--- src/rtl/cprv_lsu_mem_ctrl.sv ---
// cprv_lsu_mem_ctrl
//   Load/store front-end for an RV64 core. It accepts one request at a time
//   and turns it into word-wide transactions on a valid/ready single-port RAM
//   (1-cycle read latency, no byte mask). Sub-doubleword stores are done as a
//   read-modify-write. Load data is extracted from the word and sign- or
//   zero-extended. Misaligned requests are answered with an error and never
//   reach the RAM.
//
// Ports
//   clk, rst                 clock / asynchronous active-high reset
//   req_*                    request channel (valid/ready), byte address,
//                            size (0=B 1=H 2=W 3=D), unsigned flag, store data
//   rsp_*                    response channel, held until rsp_ready_i
//   mem_valid_o/ready_i      RAM request channel (w_en, word address, wdata)
//   mem_valid_i/ready_o      RAM response channel (ready tied high), rdata
//
// DATA_WIDTH must equal XLEN; the datapath is written in terms of XLEN.

module cprv_lsu_mem_ctrl #(
  parameter int XLEN       = 64,
  parameter int DATA_WIDTH = 64,
  parameter int ADDR_WIDTH = 12
) (
  input  logic                  clk,
  input  logic                  rst,
  input  logic                  req_valid_i,
  output logic                  req_ready_o,
  input  logic                  req_we_i,
  input  logic [1:0]            req_size_i,
  input  logic                  req_unsigned_i,
  input  logic [XLEN-1:0]       req_addr_i,
  input  logic [XLEN-1:0]       req_wdata_i,
  output logic                  rsp_valid_o,
  input  logic                  rsp_ready_i,
  output logic [XLEN-1:0]       rsp_rdata_o,
  output logic                  rsp_err_o,
  output logic                  mem_valid_o,
  input  logic                  mem_ready_i,
  output logic                  mem_w_en_o,
  output logic [ADDR_WIDTH-1:0] mem_addr_o,
  output logic [DATA_WIDTH-1:0] mem_wdata_o,
  input  logic                  mem_valid_i,
  output logic                  mem_ready_o,
  input  logic [DATA_WIDTH-1:0] mem_rdata_i
);

  typedef enum logic [2:0] {
    IDLE, RD_REQ, RD_WAIT, WR_REQ, WR_WAIT, RESP
  } state_t;

  state_t          state;
  logic            we_q;
  logic [1:0]      size_q;
  logic            uns_q;
  logic [2:0]      off_q;
  logic [XLEN-1:0] wdata_q;

  // Address bits above the RAM word address are intentionally ignored.
  logic unused_addr_hi;
  assign unused_addr_hi = ^req_addr_i[XLEN-1:ADDR_WIDTH+3];

  // The RAM response channel is always drained.
  assign mem_ready_o = 1'b1;
  assign req_ready_o = (state == IDLE);

  // Right-aligned byte-lane mask for an access size.
  function automatic logic [XLEN-1:0] size_mask(input logic [1:0] sz);
    logic [XLEN-1:0] m;
    case (sz)
      2'd0:    m = {{(XLEN-8){1'b0}},  8'hFF};
      2'd1:    m = {{(XLEN-16){1'b0}}, 16'hFFFF};
      2'd2:    m = {{(XLEN-32){1'b0}}, 32'hFFFF_FFFF};
      default: m = {XLEN{1'b1}};
    endcase
    return m;
  endfunction

  function automatic logic misaligned(input logic [1:0] sz, input logic [2:0] a);
    logic r;
    case (sz)
      2'd1:    r = a[0];
      2'd2:    r = |a[1:0];
      2'd3:    r = |a[2:0];
      default: r = 1'b0;
    endcase
    return r;
  endfunction

  // Datapath on the returning RAM word, using the latched request.
  logic [5:0]      shamt;
  logic [XLEN-1:0] field;
  logic [XLEN-1:0] ld_ext;
  logic [XLEN-1:0] wmask;
  logic [XLEN-1:0] merged;

  assign shamt  = {off_q, 3'b000};
  assign field  = mem_rdata_i >> shamt;
  assign wmask  = size_mask(size_q) << shamt;
  assign merged = (mem_rdata_i & ~wmask) | ((wdata_q << shamt) & wmask);

  // Sign bit is forced to zero for unsigned loads, giving zero-extension.
  always_comb begin
    ld_ext = field;
    case (size_q)
      2'd0:    ld_ext = {{(XLEN-8){~uns_q & field[7]}},   field[7:0]};
      2'd1:    ld_ext = {{(XLEN-16){~uns_q & field[15]}}, field[15:0]};
      2'd2:    ld_ext = {{(XLEN-32){~uns_q & field[31]}}, field[31:0]};
      default: ld_ext = field;
    endcase
  end

  always_ff @(posedge clk or posedge rst) begin
    if (rst) begin
      state       <= IDLE;
      we_q        <= 1'b0;
      size_q      <= 2'd0;
      uns_q       <= 1'b0;
      off_q       <= 3'd0;
      wdata_q     <= '0;
      rsp_valid_o <= 1'b0;
      rsp_rdata_o <= '0;
      rsp_err_o   <= 1'b0;
      mem_valid_o <= 1'b0;
      mem_w_en_o  <= 1'b0;
      mem_addr_o  <= '0;
      mem_wdata_o <= '0;
    end else begin
      case (state)
        IDLE: begin
          if (req_valid_i) begin
            we_q       <= req_we_i;
            size_q     <= req_size_i;
            uns_q      <= req_unsigned_i;
            off_q      <= req_addr_i[2:0];
            wdata_q    <= req_wdata_i;
            mem_addr_o <= req_addr_i[ADDR_WIDTH+2:3];
            if (misaligned(req_size_i, req_addr_i[2:0])) begin
              // Answer directly, no RAM traffic.
              state       <= RESP;
              rsp_valid_o <= 1'b1;
              rsp_err_o   <= 1'b1;
              rsp_rdata_o <= '0;
            end else if (req_we_i && req_size_i == 2'd3) begin
              // Full-word store needs no read.
              state       <= WR_REQ;
              mem_valid_o <= 1'b1;
              mem_w_en_o  <= 1'b1;
              mem_wdata_o <= req_wdata_i;
            end else begin
              // Loads and partial stores both start with a read.
              state       <= RD_REQ;
              mem_valid_o <= 1'b1;
              mem_w_en_o  <= 1'b0;
            end
          end
        end
        RD_REQ: begin
          if (mem_ready_i) begin
            mem_valid_o <= 1'b0;
            state       <= RD_WAIT;
          end
        end
        RD_WAIT: begin
          if (mem_valid_i) begin
            if (we_q) begin
              // Second half of read-modify-write; address is still latched.
              state       <= WR_REQ;
              mem_valid_o <= 1'b1;
              mem_w_en_o  <= 1'b1;
              mem_wdata_o <= merged;
            end else begin
              state       <= RESP;
              rsp_valid_o <= 1'b1;
              rsp_err_o   <= 1'b0;
              rsp_rdata_o <= ld_ext;
            end
          end
        end
        WR_REQ: begin
          if (mem_ready_i) begin
            mem_valid_o <= 1'b0;
            mem_w_en_o  <= 1'b0;
            state       <= WR_WAIT;
          end
        end
        WR_WAIT: begin
          if (mem_valid_i) begin
            state       <= RESP;
            rsp_valid_o <= 1'b1;
            rsp_err_o   <= 1'b0;
            rsp_rdata_o <= '0;
          end
        end
        RESP: begin
          if (rsp_ready_i) begin
            state       <= IDLE;
            rsp_valid_o <= 1'b0;
            rsp_err_o   <= 1'b0;
            rsp_rdata_o <= '0;
          end
        end
        default: state <= IDLE;
      endcase
    end
  end

endmodule

--- config.mk ---
export PLATFORM = sky130hd
export DESIGN_NAME = cprv_lsu_mem_ctrl
export DESIGN_NICKNAME = d
export VERILOG_FILES = /design/src/rtl/cprv_lsu_mem_ctrl.sv
export SDC_FILE = /design/constraint.sdc
export NUM_CORES = 1
export LEC_CHECK = 0
export BUFFER_PORTS_ARGS = -buffer_cell sky130_fd_sc_hd__buf_4
export CAP_MARGIN = 20
export CORE_AREA = 5 5 164 166
export DETAILED_ROUTE_END_ITERATION = 8
export DIE_AREA = 0 0 169 171
export PLACE_DENSITY = 0.85
export SLEW_MARGIN = 40
export SYNTH_ARGS = -nofsm -noshare
export SYNTH_HDL_FRONTEND = slang
export SYNTH_SLANG_ARGS = --single-unit
--- constraint.sdc ---
create_clock -name clk -period 9.8 [get_ports clk]
set_input_delay 1.96 -clock clk [delete_from_list [all_inputs] [get_ports clk]]
set_output_delay 1.96 -clock clk [all_outputs]
set_load 0.01 [all_outputs]
# --- After elaboration in Yosys (flattened, before gate mapping) ---
# Index checks and enable logic that the tools add are counted.
op_classes:
  n_eq_ne: 22
  shifts: 3
  muxes: 49
  n_bitwise: 8
  reduce_logical: 16
ops:
  columns: ["operator", "n"]
  rows:
  - ["2-to-1 mux 64 bit", 11]
  - ["case mux 64 bit (3 select lines)", 2]
  - ["case mux 64 bit (4 select lines)", 1]
  - ["AND 64 bit", 2]
  - ["case mux 64 bit (2 select lines)", 1]
  - ["<< shifter 64 x 6 -> 64 bit", 2]
  - ["NOT 64 bit", 1]
  - ["bitwise OR 64 bit", 1]
  - [">> shifter 64 x 6 -> 64 bit", 1]
  - ["2-to-1 mux 3 bit", 8]
  - ["AND reduction 6 bit", 4]
  - ["2-to-1 mux 1 bit", 19]
  - ["!= test 2 bit, second input constant", 9]
  - ["case mux 3 bit (6 select lines)", 1]
  - ["case mux 1 bit (3 select lines)", 3]
  - ["case mux 1 bit (4 select lines)", 2]
  - ["AND reduction 7 bit", 1]
  - ["== test 2 bit, second input constant", 3]
  - ["== test 3 x 2 -> 1 bit, second input constant", 2]
  - ["== test 3 bit, second input constant", 2]
  - ["!= test 2 x 1 -> 1 bit, second input constant", 3]
  - ["nonzero test 3 bit", 2]
  - ["== test 2 x 1 -> 1 bit, second input constant", 2]
  - ["nonzero test 4 bit", 1]
  - ["other kinds (11)", 14]
word_totals:
  ff_bits: 218

# --- Depth between registers and ports, before layout ---
logic_depth:
  word_depth: 9
  mapped_depth: 10
  mapped_depth_nobuf: 5

# --- Worst setup path before layout ---
# OpenSTA, ideal clock, no wires.
synth_path:
  kind: "input to register"
  from: "input port req_addr_i[2]"
  to: "register mem_wdata_o[56]"
  arrival_time_ns: 3.516
  t_required_ns: 9.679
  slack_ns: 6.163
  cell_stages: 6
  path_buffers: 1
  cell_sequence: "nand4b_1 or4b_4 a211oi_4 buf_6 nand3_1 o22a_1"
synth_between:
  elab_chain_cells: 6
synth_rtl:
  columns: ["item", "line_no", "source"]
  rows:
  - ["from (decl)", "31", "input logic [XLEN-1:0] req_addr_i,"]
  - ["OR reduction 3 bit", "83", "2'd3: r = |a[2:0];"]
  - ["case mux 1 bit (3 select lines)", "80", "case (sz)"]
  - ["2-to-1 mux 1 bit", "130", "if (req_valid_i) begin"]
  - ["2-to-1 mux 1 bit", "128", "case (state)"]
  - ["!= test 2 bit (no source line)", null, null]
  - ["AND reduction 6 bit (no source line)", null, null]
  - ["to (signal assigned)", "148", "mem_wdata_o <= req_wdata_i;"]
  - ["to (signal assigned)", "170", "mem_wdata_o <= merged;"]
  - ["to (decl)", "41", "output logic [DATA_WIDTH-1:0] mem_wdata_o,"]
# Every way passes these cells. The select of a mux whose other input is x is not followed.
# A chain may end at the register's enable or synchronous reset.

# --- Final worst setup path ---
layout_path:
  from: "input port mem_valid_i"
  to: "register rsp_rdata_o[12]"
layout_between:
  elab_chain_cells: 2
layout_rtl:
  columns: ["item", "line_no", "source"]
  rows:
  - ["from (decl)", "42", "input logic mem_valid_i,"]
  - ["!= test 2 bit (no source line)", null, null]
  - ["AND reduction 7 bit (no source line) (*)", null, null]
  - ["to (signal assigned)", "175", "rsp_rdata_o <= ld_ext;"]
  - ["to (decl)", "35", "output logic [XLEN-1:0] rsp_rdata_o,"]
# Mark *: on every way between the ends. The rest lies on a longest branch, timed or not.

==> results <==
- The run finished with clean final reports.
- The worst hold path depth is 1.
- The initialized floorplan defines 59 standard-cell rows.
- The worst hold path terminates at mem_w_en_o.
- Together, buffers and inverters on the worst path number 1.
- The critical path required time is ~10000 ps.
- Across the run, the number of max-cap violations was 0.
- The type of element launching the critical path is an input pin.
- The number of cells on the worst reg-to-reg path is 6.
- The dominant cell type by area after synthesis is sky130_fd_sc_hd__dfrtp_1.
- The net count after synthesis is about 1.5k.
- Adding up every negative setup slack in the final design gives 0 ps.
- For this run, the top clock speed supported by timing is between 0.2 and 0.3 GHz.
- The clock passes through at most 3 buffers.
- The detailed router's first-iteration violation count is 1614.
- The final weighted congestion of routability-driven global placement is 0.9804.
- Compared with the post-synthesis result, the final layout area differs by 22.76%.
- The worst setup path is captured at a flop.
- The largest family of logic cells by synthesized area is multiplexers.
- The prevailing post-synth register cell is sky130_fd_sc_hd__dfrtp_1.
- The cell area that synthesis handed to floorplanning was ~13000 um2.
- The number of cells in the design after placement is 1845.
- In the routed design, unresolved DRC markers number 0.
- The maximum fanout along the worst path is 21.
- The number of clock buffers inserted by TritonCTS is 23.
- The clock skew after layout is approximately 13 ps.
- For the worst setup path, the data arrival time is between 4000 and 5000 ps.
- The count of pins on the block boundary is roughly 350.
- The portion of synthesized area spent on multiplexers is between 20% and 30%.
- The floorplan die width is around 170 um.
- The quantity of gates resized following cts is 0.
- In the layout the commonest cells are sky130_fd_sc_hd__buf_4, sky130_fd_sc_hd__dfrtp_1, sky130_fd_sc_hd__nand2_1.
- The beginning of the worst register-to-register path is off_q[1].
- Dividing the final minimum period by the clock period gives between 30% and 40%.
- Of the cells placed in the final design, the portion with a size suffix greater than 1 is 35.54%.
- The max-slew violation count came to 0.
- The core occupancy in the finished layout is between 60 and 70%.
- Dividing the detail-routed wire length by the instance count gives around 26 um.
- After detailed routing, the number of vias per cell comes to roughly 6.6.
- The master of the slowest instance on the critical path is sky130_fd_sc_hd__a21oi_1.
- The total detailed-routing wirelength is approximately 50000 um.
- The worst hold path class is reg2reg.
- TritonCTS built the clock tree.
- VDD sags by at most roughly 0.26 mV.
- The routed via count is between 10k and 15k.
- Summing the areas of all compound-gate instances in the mapped netlist gives between 10% and 20% of the synthesized area.
- The total power is 0.006069 W.
- The signal on the critical path passes through buf_4 -> mux2i_1 -> a211oi_4 -> nand3_1 -> a21oi_1 -> a221o_1.
- In the final design database the tool counted about 1.7k nets.
- The first global-routing pass estimated 73550 um of wire.
- After synthesis, the mean cell area works out to 10.18 um2.
- From bottom edge to top edge, the die measures roughly 170 um.
- For this design the static power due to leakage is approximately 7.2 nW.
- Buffers inserted to repair hold after CTS numbered 0.
- Clock latency on the worst-skew pair, taken at its later pin, is around 530 ps.
- Entering global routing, the biggest net connects slightly above 80 pins.
- Broken down by cell family, the worst path's largest delay share belongs to compound AO/OA/AOI/OAI gates.
- For the pin with the worst max-slew slack, the measured transition is 860.3 ps.
- Counting flops with an async set or reset pin after synthesis yields a share of between 90% and 100%.
- Setup violations remaining at the end of the flow were counted as 0.
- The clock input transition at the sequential cells of the worst setup and hold paths is 60 ps.
- The count of fill cells added during filler insertion is 2053.
- Port buffering added 297 buffers.
- In this design, the stage delay of the slowest critical-path cell is slightly above 700 ps.
- In this run the most critical hold path is launched from mem_w_en_o.
- For this run, the number of Yosys warnings is 0.
- The number of setup buffers added after CTS is 0.
- The count of flip-flops with a built-in enable after synthesis is 0.
- The root buffer selected by CTS is sky130_fd_sc_hd__clkbuf_16.
- Counting flops and latches in the post-synthesis netlist gives around 220.
- The number of antenna violations at the first check in global routing is 1.
- Summing the sequential cell areas from Yosys gives 40.58% of the chip area.
- Setup slack on the worst reg-to-reg path comes out at approximately 6400 ps.
- The number of global-route vias before repair was approximately 12k.
- The proportion of netlist area held by the largest area contributor is 40.58%.
- The estimated wirelength of the detail-placed design is roughly 36000 um.
- After Yosys synthesis, and, or, nand and nor cells account for between 10 and 15% of the synthesized area.
- The time the worst path needs with I/O delays and setup is between 3000 and 4000 ps.
- For this design the ratio of total power to cell area is approximately 370 nW/um2.
- By area the synthesized netlist is led by sky130_fd_sc_hd__dfrtp_1, sky130_fd_sc_hd__mux2_2, sky130_fd_sc_hd__mux4_2.
- The number of hold violations in the final report is 0.
- Of the total synthesized cell area, the portion taken by XOR and XNOR cells is less than 1%.
- The effective utilization at floorplan is between 50 and 60%.
- Setup repair after global routing left no endpoint under its margin.
- Counting every sink on the clock net gives around 220.
- After synthesis, the netlist uses 63 different library cells.
- The number of iterations in the first detailed-routing pass is 6.
- The total area inside the core boundary comes to roughly 25000 um2.
- Synthesis produced a netlist whose cell count is 1320.
- The library cell used most frequently in the layout, excluding fill and tap cells, is sky130_fd_sc_hd__buf_4.
- The finished layout holds approximately 1.9k standard cells, fillers aside.
- The capture instance of the worst register-to-register path is mem_wdata_o[49].
- The overall track demand over capacity in global routing is between 30% and 40%.
- In this run the number of H-tree levels came out at 1.
- The adder-cell area share of the yosys netlist is 0%.
- The count of nets left with antenna violations after detail routing is 0.
- The total die area is 28900 um2.
- The overflow left after global routing is 0.
- The startpoint-to-endpoint class of the critical path is in2reg.
- Measured against its own limit, the worst slew margin works out to between 40 and 50%.
## cell families after synthesis
family / Yosys count
multiplexers: 245
AND/OR/NAND/NOR: 338
XOR/XNOR: 1
buffers and inverters: 130
flip-flops: 218
AO/OA/AOI/OAI: 387
other: 1
## synth_stat cells, types with 10 or more instances
master	n
sky130_fd_sc_hd__dfrtp_1	218
sky130_fd_sc_hd__nand2_1	170
sky130_fd_sc_hd__mux2_2	116
sky130_fd_sc_hd__o21ai_0	94
sky130_fd_sc_hd__nor2_1	83
sky130_fd_sc_hd__mux2i_1	77
sky130_fd_sc_hd__a21oi_1	69
sky130_fd_sc_hd__clkbuf_1	56
sky130_fd_sc_hd__mux4_2	52
sky130_fd_sc_hd__buf_2	36
sky130_fd_sc_hd__a22oi_1	34
sky130_fd_sc_hd__nor3_1	19
sky130_fd_sc_hd__o21ai_1	19
sky130_fd_sc_hd__a221oi_1	18
sky130_fd_sc_hd__nand3_1	18
sky130_fd_sc_hd__o211ai_1	17
sky130_fd_sc_hd__o22a_1	16
sky130_fd_sc_hd__buf_4	15
sky130_fd_sc_hd__nor2b_1	15
sky130_fd_sc_hd__a211oi_1	14
sky130_fd_sc_hd__a31oi_1	13
sky130_fd_sc_hd__o22ai_1	12
sky130_fd_sc_hd__a21o_1	10
sky130_fd_sc_hd__o2bb2ai_1	10
## sequential cells by signal (all words and copies together) (netlist names)
register	count
mem_addr_o	12
mem_wdata_o	64
state	3
rsp_valid_o	1
rsp_err_o	1
we_q	1
mem_valid_o	1
off_q	3
rsp_rdata_o	64
size_q	2
uns_q	1
mem_w_en_o	1
wdata_q	64
## worst max path at each step
stage,from,end,slack [ps],cells after the start
floorplan,rst,mem_addr_o[0],1880,1
global placement,mem_valid_i,rsp_rdata_o[11],5540,6
detailed placement,mem_valid_i,rsp_rdata_o[12],5480,6
CTS,mem_valid_i,rsp_rdata_o[12],5990,6
global route,mem_valid_i,rsp_rdata_o[12],5840,6
finish,mem_valid_i,rsp_rdata_o[12],5940,6
## layout make-up
cell class / count / area [um2] / area share [%]
diodes: 1 / 2.502 / 0.01516
clock buffers: 30 / 661.9 / 4.011
clock inverters: 12 / 141.4 / 0.8568
inverters: 6 / 30.03 / 0.1820
multi-input cells: 972 / 7376 / 44.70
flip-flops and latches: 218 / 5464 / 33.11
well taps: 335 / 419.2 / 2.540
repair buffers: 315 / 2407 / 14.59
## through the flow
step | worst slack [ps] | hold WS, ps | cell area [um2]
after floorplan | 1876 | 476.0 | 13440
after global placement | 5536 | 462.1 | 15620
after detailed placement | 5480 | 469.3 | 15650
after CTS | 5992 | 482.6 | 16450
after global routing | 5836 | 486.3 | 16500
final | 5943 | 479.2 | 16500
## worst register-to-register path, delay by kind of cell (launching register included)
kind / cells / cell delay [ps]
AO/OA/AOI/OAI: 3 / 630
buffers and inverters: 1 / 590
flip-flops: 1 / 910
multiplexers: 1 / 620
AND/OR/NAND/NOR: 1 / 510
## power breakdown
group,internal [W],switching (W),leakage (nW),total [W]
combinational,0.00152,0.00173,4.06,0.00324
sequential,0.00134,0.000551,2.73,0.00189
clock,0.000554,0.000383,0.402,0.000937
## per-layer routing
layer  vias up  part of all wire, %  GRT usage, %
li1       5363                    -             -
met1      6113                   37         43.68
met2       857                   46         51.38
met3       185                   12         7.186
met4         0                  5.9         15.89
met5         -                    0             0
No activity file was read; power rests on OpenSTA's default activity.
